File: src/rtl/vote_result_reporter.sv
// vote_result_reporter: on each rising edge of mode, snapshots the four
// candidate counters and sends them as a 6-byte 8N1 UART frame:
// HEADER, count1, count2, count3, count4, xor-checksum.
module vote_result_reporter #(
   parameter int unsigned CLKS_PER_BIT = 8,
   parameter logic [7:0]  HEADER       = 8'hA5
) (
   input  logic       clock,
   input  logic       reset,
   input  logic       mode,
   input  logic [7:0] count1,
   input  logic [7:0] count2,
   input  logic [7:0] count3,
   input  logic [7:0] count4,
   output logic       tx,
   output logic       busy,
   output logic       done
);

   localparam int unsigned TW_RAW    = $clog2(CLKS_PER_BIT + 1);
   localparam int unsigned TW        = (TW_RAW < 1) ? 1 : TW_RAW;
   localparam logic [TW-1:0] T_LAST  = TW'(CLKS_PER_BIT - 1);
   localparam logic [2:0] LAST_BYTE  = 3'd5;
   localparam logic [2:0] LAST_BIT   = 3'd7;

   typedef enum logic [1:0] {
      IDLE  = 2'd0,
      START = 2'd1,
      DATA  = 2'd2,
      STOP  = 2'd3
   } state_t;

   state_t        state;
   logic          mode_q;
   logic [TW-1:0] timer;
   logic [2:0]    byte_idx;
   logic [2:0]    bit_idx;
   logic [7:0]    snap1;
   logic [7:0]    snap2;
   logic [7:0]    snap3;
   logic [7:0]    snap4;
   logic [7:0]    checksum;

   logic          req;
   logic          bit_end;
   logic [2:0]    next_bit;
   logic [7:0]    cur_byte;

   // Rising-edge request and end-of-bit-period strobe
   assign req      = mode & ~mode_q;
   assign bit_end  = (timer == T_LAST);
   assign next_bit = bit_idx + 3'd1;

   // Byte currently being serialised, selected by byte index
   always_comb begin
      cur_byte = HEADER;
      case (byte_idx)
         3'd0:    cur_byte = HEADER;
         3'd1:    cur_byte = snap1;
         3'd2:    cur_byte = snap2;
         3'd3:    cur_byte = snap3;
         3'd4:    cur_byte = snap4;
         3'd5:    cur_byte = checksum;
         default: cur_byte = HEADER;
      endcase
   end

   // Frame sequencer: edge detect, snapshot, bit timing and registered outputs
   always_ff @(posedge clock or negedge reset) begin
      if (!reset) begin
         state    <= IDLE;
         mode_q   <= 1'b0;
         timer    <= '0;
         byte_idx <= 3'd0;
         bit_idx  <= 3'd0;
         snap1    <= 8'd0;
         snap2    <= 8'd0;
         snap3    <= 8'd0;
         snap4    <= 8'd0;
         checksum <= 8'd0;
         tx       <= 1'b1;
         busy     <= 1'b0;
         done     <= 1'b0;
      end else begin
         mode_q <= mode;
         done   <= 1'b0;
         case (state)
            IDLE: begin
               tx    <= 1'b1;
               busy  <= 1'b0;
               timer <= '0;
               if (req) begin
                  snap1    <= count1;
                  snap2    <= count2;
                  snap3    <= count3;
                  snap4    <= count4;
                  checksum <= count1 ^ count2 ^ count3 ^ count4;
                  byte_idx <= 3'd0;
                  bit_idx  <= 3'd0;
                  tx       <= 1'b0;
                  busy     <= 1'b1;
                  state    <= START;
               end
            end

            START: begin
               if (bit_end) begin
                  timer   <= '0;
                  bit_idx <= 3'd0;
                  tx      <= cur_byte[0];
                  state   <= DATA;
               end else begin
                  timer <= timer + TW'(1);
               end
            end

            DATA: begin
               if (bit_end) begin
                  timer <= '0;
                  if (bit_idx == LAST_BIT) begin
                     tx    <= 1'b1;
                     state <= STOP;
                  end else begin
                     bit_idx <= next_bit;
                     tx      <= cur_byte[next_bit];
                  end
               end else begin
                  timer <= timer + TW'(1);
               end
            end

            STOP: begin
               if (bit_end) begin
                  timer <= '0;
                  if (byte_idx < LAST_BYTE) begin
                     byte_idx <= byte_idx + 3'd1;
                     tx       <= 1'b0;
                     state    <= START;
                  end else begin
                     tx    <= 1'b1;
                     busy  <= 1'b0;
                     done  <= 1'b1;
                     state <= IDLE;
                  end
               end else begin
                  timer <= timer + TW'(1);
               end
            end

            default: begin
               tx    <= 1'b1;
               busy  <= 1'b0;
               state <= IDLE;
            end
         endcase
      end
   end

endmodule

File: config.mk
export PLATFORM = sky130hd
export DESIGN_NAME = vote_result_reporter
export DESIGN_NICKNAME = d
export VERILOG_FILES = /design/src/rtl/vote_result_reporter.sv
export SDC_FILE = /design/constraint.sdc
export NUM_CORES = 1
export LEC_CHECK = 0
export ABC_CLOCK_PERIOD_IN_PS = 1800
export BUFFER_PORTS_ARGS = -buffer_cell sky130_fd_sc_hd__buf_2
export CAP_MARGIN = 20
export CORE_MARGIN = 3
export CORE_UTILIZATION = 52
export DETAILED_ROUTE_END_ITERATION = 10
export GPL_TIMING_DRIVEN = 0
export PLACE_DENSITY_LB_ADDON = 0.2
export SLEW_MARGIN = 5
export SYNTH_ARGS = -nofsm -noshare
export SYNTH_HDL_FRONTEND = slang
export SYNTH_SLANG_ARGS = --single-unit
File: constraint.sdc
create_clock -name clock -period 1.8 [get_ports clock]
set_input_delay 0.27 -clock clock [delete_from_list [all_inputs] [get_ports clock]]
set_output_delay 0.27 -clock clock [all_outputs]
set_load 0.02 [all_outputs]
==> key figures <==
Status
  • Status: finished, violations left
  • Failing checks: negative setup slack

Worst setup path
  • Family with the most delay on the worst path: compound AO/OA/AOI/OAI gates
  • Top fanout value on the critical path: 8
  • Worst Setup End Kind: flop
  • Worst Path Arrival: 2.11 ns
  • Slowest stage delay, CP: 0.46 ns
  • Cell Chain, Critical Path: buf_4, ha_1, ha_4, a32o_1, o21ai_2, nand3_1, a31oi_2, nor3_2
  • Startpoint Class: flop
  • CP Class: flop to flop
  • CP max stage cell: dfrtp_1
  • Critical Path RT: 2.06 ns
  • Worst path buffer plus inverter count: 1

Synthesis
  • Top cell type's share of synthesized area: 44.9%
  • Synth top area cells: dfrtp_1, mux2_2, xnor2_1, ha_1, nand2_1
  • Mapped Nets: 324
  • Synth unique cells: 47
  • Synth area leader: dfrtp_1
  • Cells after Synth: 274
  • Post-synth ARST share: 100%
  • Syn. warnings: 0
  • Sequential area share after synthesis: 45.8%
  • Synth Cell Area: 3060 um^2
  • Top cells by count, synth: dfrtp_1, mux2_2, nand2_1, xnor2_1, o21ai_0
  • Synth Flop Type: dfrtp_1
  • Count leader, synth: dfrtp_1
  • Post-synth EDFFs: 0
  • Synthesized flop and latch total: 56
  • Avg Cell Area, Syn: 11.2 um^2

Global route
  • GRT met1 Usage: 29.3%
  • Pin count of the biggest net entering global routing: 38
  • Met3 global-route usage: 4.45%
  • GRT met2 Usage: 34.1%
  • Initial antenna violation count: 0
  • Busiest layer in global routing: met2
  • GRT Total Usage: 21.2%
  • Congestion Overflow GR: 0
  • Vias in the first global route: 2189
  • Global-route wire length before repair: 10800 um

STA
  • Worst hold slack: 0.0672 ns
  • Slew headroom: 67.7%
  • Tcrit/Tclk final: 103%
  • Worst Skew: 0.00838 ns
  • Fin crit period: 1.85 ns
  • Worst-Margin Slew: 0.485 ns
  • Pins Over Slew Limit: 0
  • Final Hold Viols: 0
  • Final setup margin: -0.0549 ns
  • Final setup viols: 1
  • Fmax achieved: 0.539 GHz
  • Unrepaired setup endpoints after global routing: true

Clock network
  • CTS clk-pin slew, worst paths: 0.11 ns
  • Cts bufs inserted: 5
  • Clk Latency, worst-skew pair: 0.32 ns
  • Clk buf depth: 2
  • TritonCTS clock tree: done
  • Htree depth: 2
  • Clock sinks: 56
  • Root Driver: clkbuf_8

Floorplanning
  • IO Count: 38
  • Initial Util: 54.6%
  • Die W: 82.8 um
  • DIE HEIGHT: 82.8 um
  • Row Count: 27
  • Core area: 5610 um^2
  • DIE AREA: 6850 um^2

Power
  • Tot Pwr: 2.13 mW
  • P_leak: 1.73 nW
  • Pwr dens: 573 nW/um^2
  • VDD IR-drop max: 0.386 mV

Route
  • Via density: 5.65
  • Vias: 2266
  • Pre-antenna DRT Iters: 4
  • Detail Route Antenna Nets: 0
  • Initial DRC Count: 107
  • Number of remaining DRC errors: 0
  • WL/cell: 17.0 um
  • Total wire length: 6830 um

Worst hold path
  • Worst hold path class: input pin to flop

Layout
  • Nets: 378
  • Core Util, Final: 66.2%
  • Area Growth Syn to Fin: 21.2%
  • Share of cells above drive strength 1: 41.9%
  • Antenna diodes: 0
  • Design Area, Final: 3710 um^2

Placed design
  • DP Worst Slack: -0.240 ns
  • HPWL Detailed: 4610 um
  • PortBufs: 37
  • Dpl cell area: 3360 um^2
  • Global placement routability congestion: 0.825

Flow run
  • Max Cap Viol: 0
## logic make-up (layout without fill, tap and decap cells)
| kind of cell | after synthesis | in the layout | share of synthesized area [%] |
|---|---|---|---|
| AO/OA/AOI/OAI | 63 | 63 | 14.8 |
| AND/OR/NAND/NOR | 60 | 60 | 9.52 |
| flip-flops | 56 | 56 | 45.8 |
| multiplexers | 34 | 34 | 12.4 |
| XOR/XNOR | 25 | 25 | 7.15 |
| buffers and inverters | 21 | 76 | 4.17 |
| adder cells (fa/ha/maj) | 15 | 15 | 6.13 |
## sequential cells by signal (all words and copies together) (netlist names)
signal,flops
bit_idx,3
busy,1
byte_idx,3
checksum,8
done,1
mode_q,1
snap1,8
snap2,8
snap3,8
snap4,8
state,2
timer,4
tx,1
## routing by layer
metal,wire length (um),part of all wire [%]
met1,3040,44
met2,3410,50
met3,282,4.1
met4,108,1.6
met5,0,0
## what timing repair did
| item | 4_1_cts | 5_1_grt |
|---|---|---|
| endpoints found under the setup margin | 17 | 40 |
| hold buffers | 1 | 0 |
| buffers inserted | 5 | 6 |
| hold endpoints to repair | 18 | 0 |
| gates resized for setup | 20 | 22 |
| pin swaps | 9 | 10 |
## cells in the final DEF, fill, tap and decap left out, types with 2 or more instances in the layout
master,netlist,layout
nor2_1,6,5
a2111oi_2,1,2
o21ai_1,1,2
buf_6,3,5
buf_12,0,3
xnor2_1,25,25
a22oi_2,1,3
nand2_1,26,24
inv_2,0,3
ha_4,0,5
nor3_2,2,2
a22oi_1,7,5
buf_2,6,41
o21ai_0,18,16
a21oi_1,15,11
inv_1,7,4
dfrtp_1,55,55
nor3_1,3,3
ha_1,15,10
clkbuf_8,0,5
nand2_2,0,2
a21oi_2,1,5
buf_4,2,10
nand2b_1,3,3
nand3_1,9,9
mux2i_1,2,2
a221oi_2,2,2
mux2_2,32,32
nor2b_1,6,5
## per-stage QoR
stage                     instances  setup TNS [ns]
final                           401         -0.0549
after global routing            401          -0.455
after floorplan                 274               0
after CTS                       397         -0.0355
after global placement          383          -0.416
after detailed placement        384          -0.564
## layout make-up
cell class	instances	area, um^2
buffer	11	97.6
clock buffer	5	68.8
clock inverter	3	21.3
fill	452	1890
inverter	7	26.3
multi-input combinational	197	1690
sequential	56	1400
tap	72	90.1
timing repair buffer	50	314
## power by group
group / leakage (nW) / switching [mW] / internal (mW)
clock network: 0.0445 / 0.434 / 0.277
registers: 0.747 / 0.000353 / 1.26
logic: 0.939 / 0.0776 / 0.0791
total: 1.73 / 0.512 / 1.61
## final timing paths
path / end / slack, ns / startpoint / depth (start not counted)
hold / removal: mode_q$_DFF_PN0_ / 0.07 / mode / 1
setup / recovery: tx$_DFFE_PN1P_ / -0.05 / byte_idx[0]$_DFFE_PN0P_ / 8
min in group asynchronous: timer[1]$_DFF_PN0_ / 0.43 / reset / 2
hold reg to reg: timer[0]$_DFF_PN0_ / 0.47 / timer[0]$_DFF_PN0_ / 1
setup reg to reg: tx$_DFFE_PN1P_ / -0.05 / byte_idx[0]$_DFFE_PN0P_ / 8
max in group asynchronous: snap3[1]$_DFFE_PN0P_ / 0.80 / reset / 3
(Power assumes the default switching activity.)
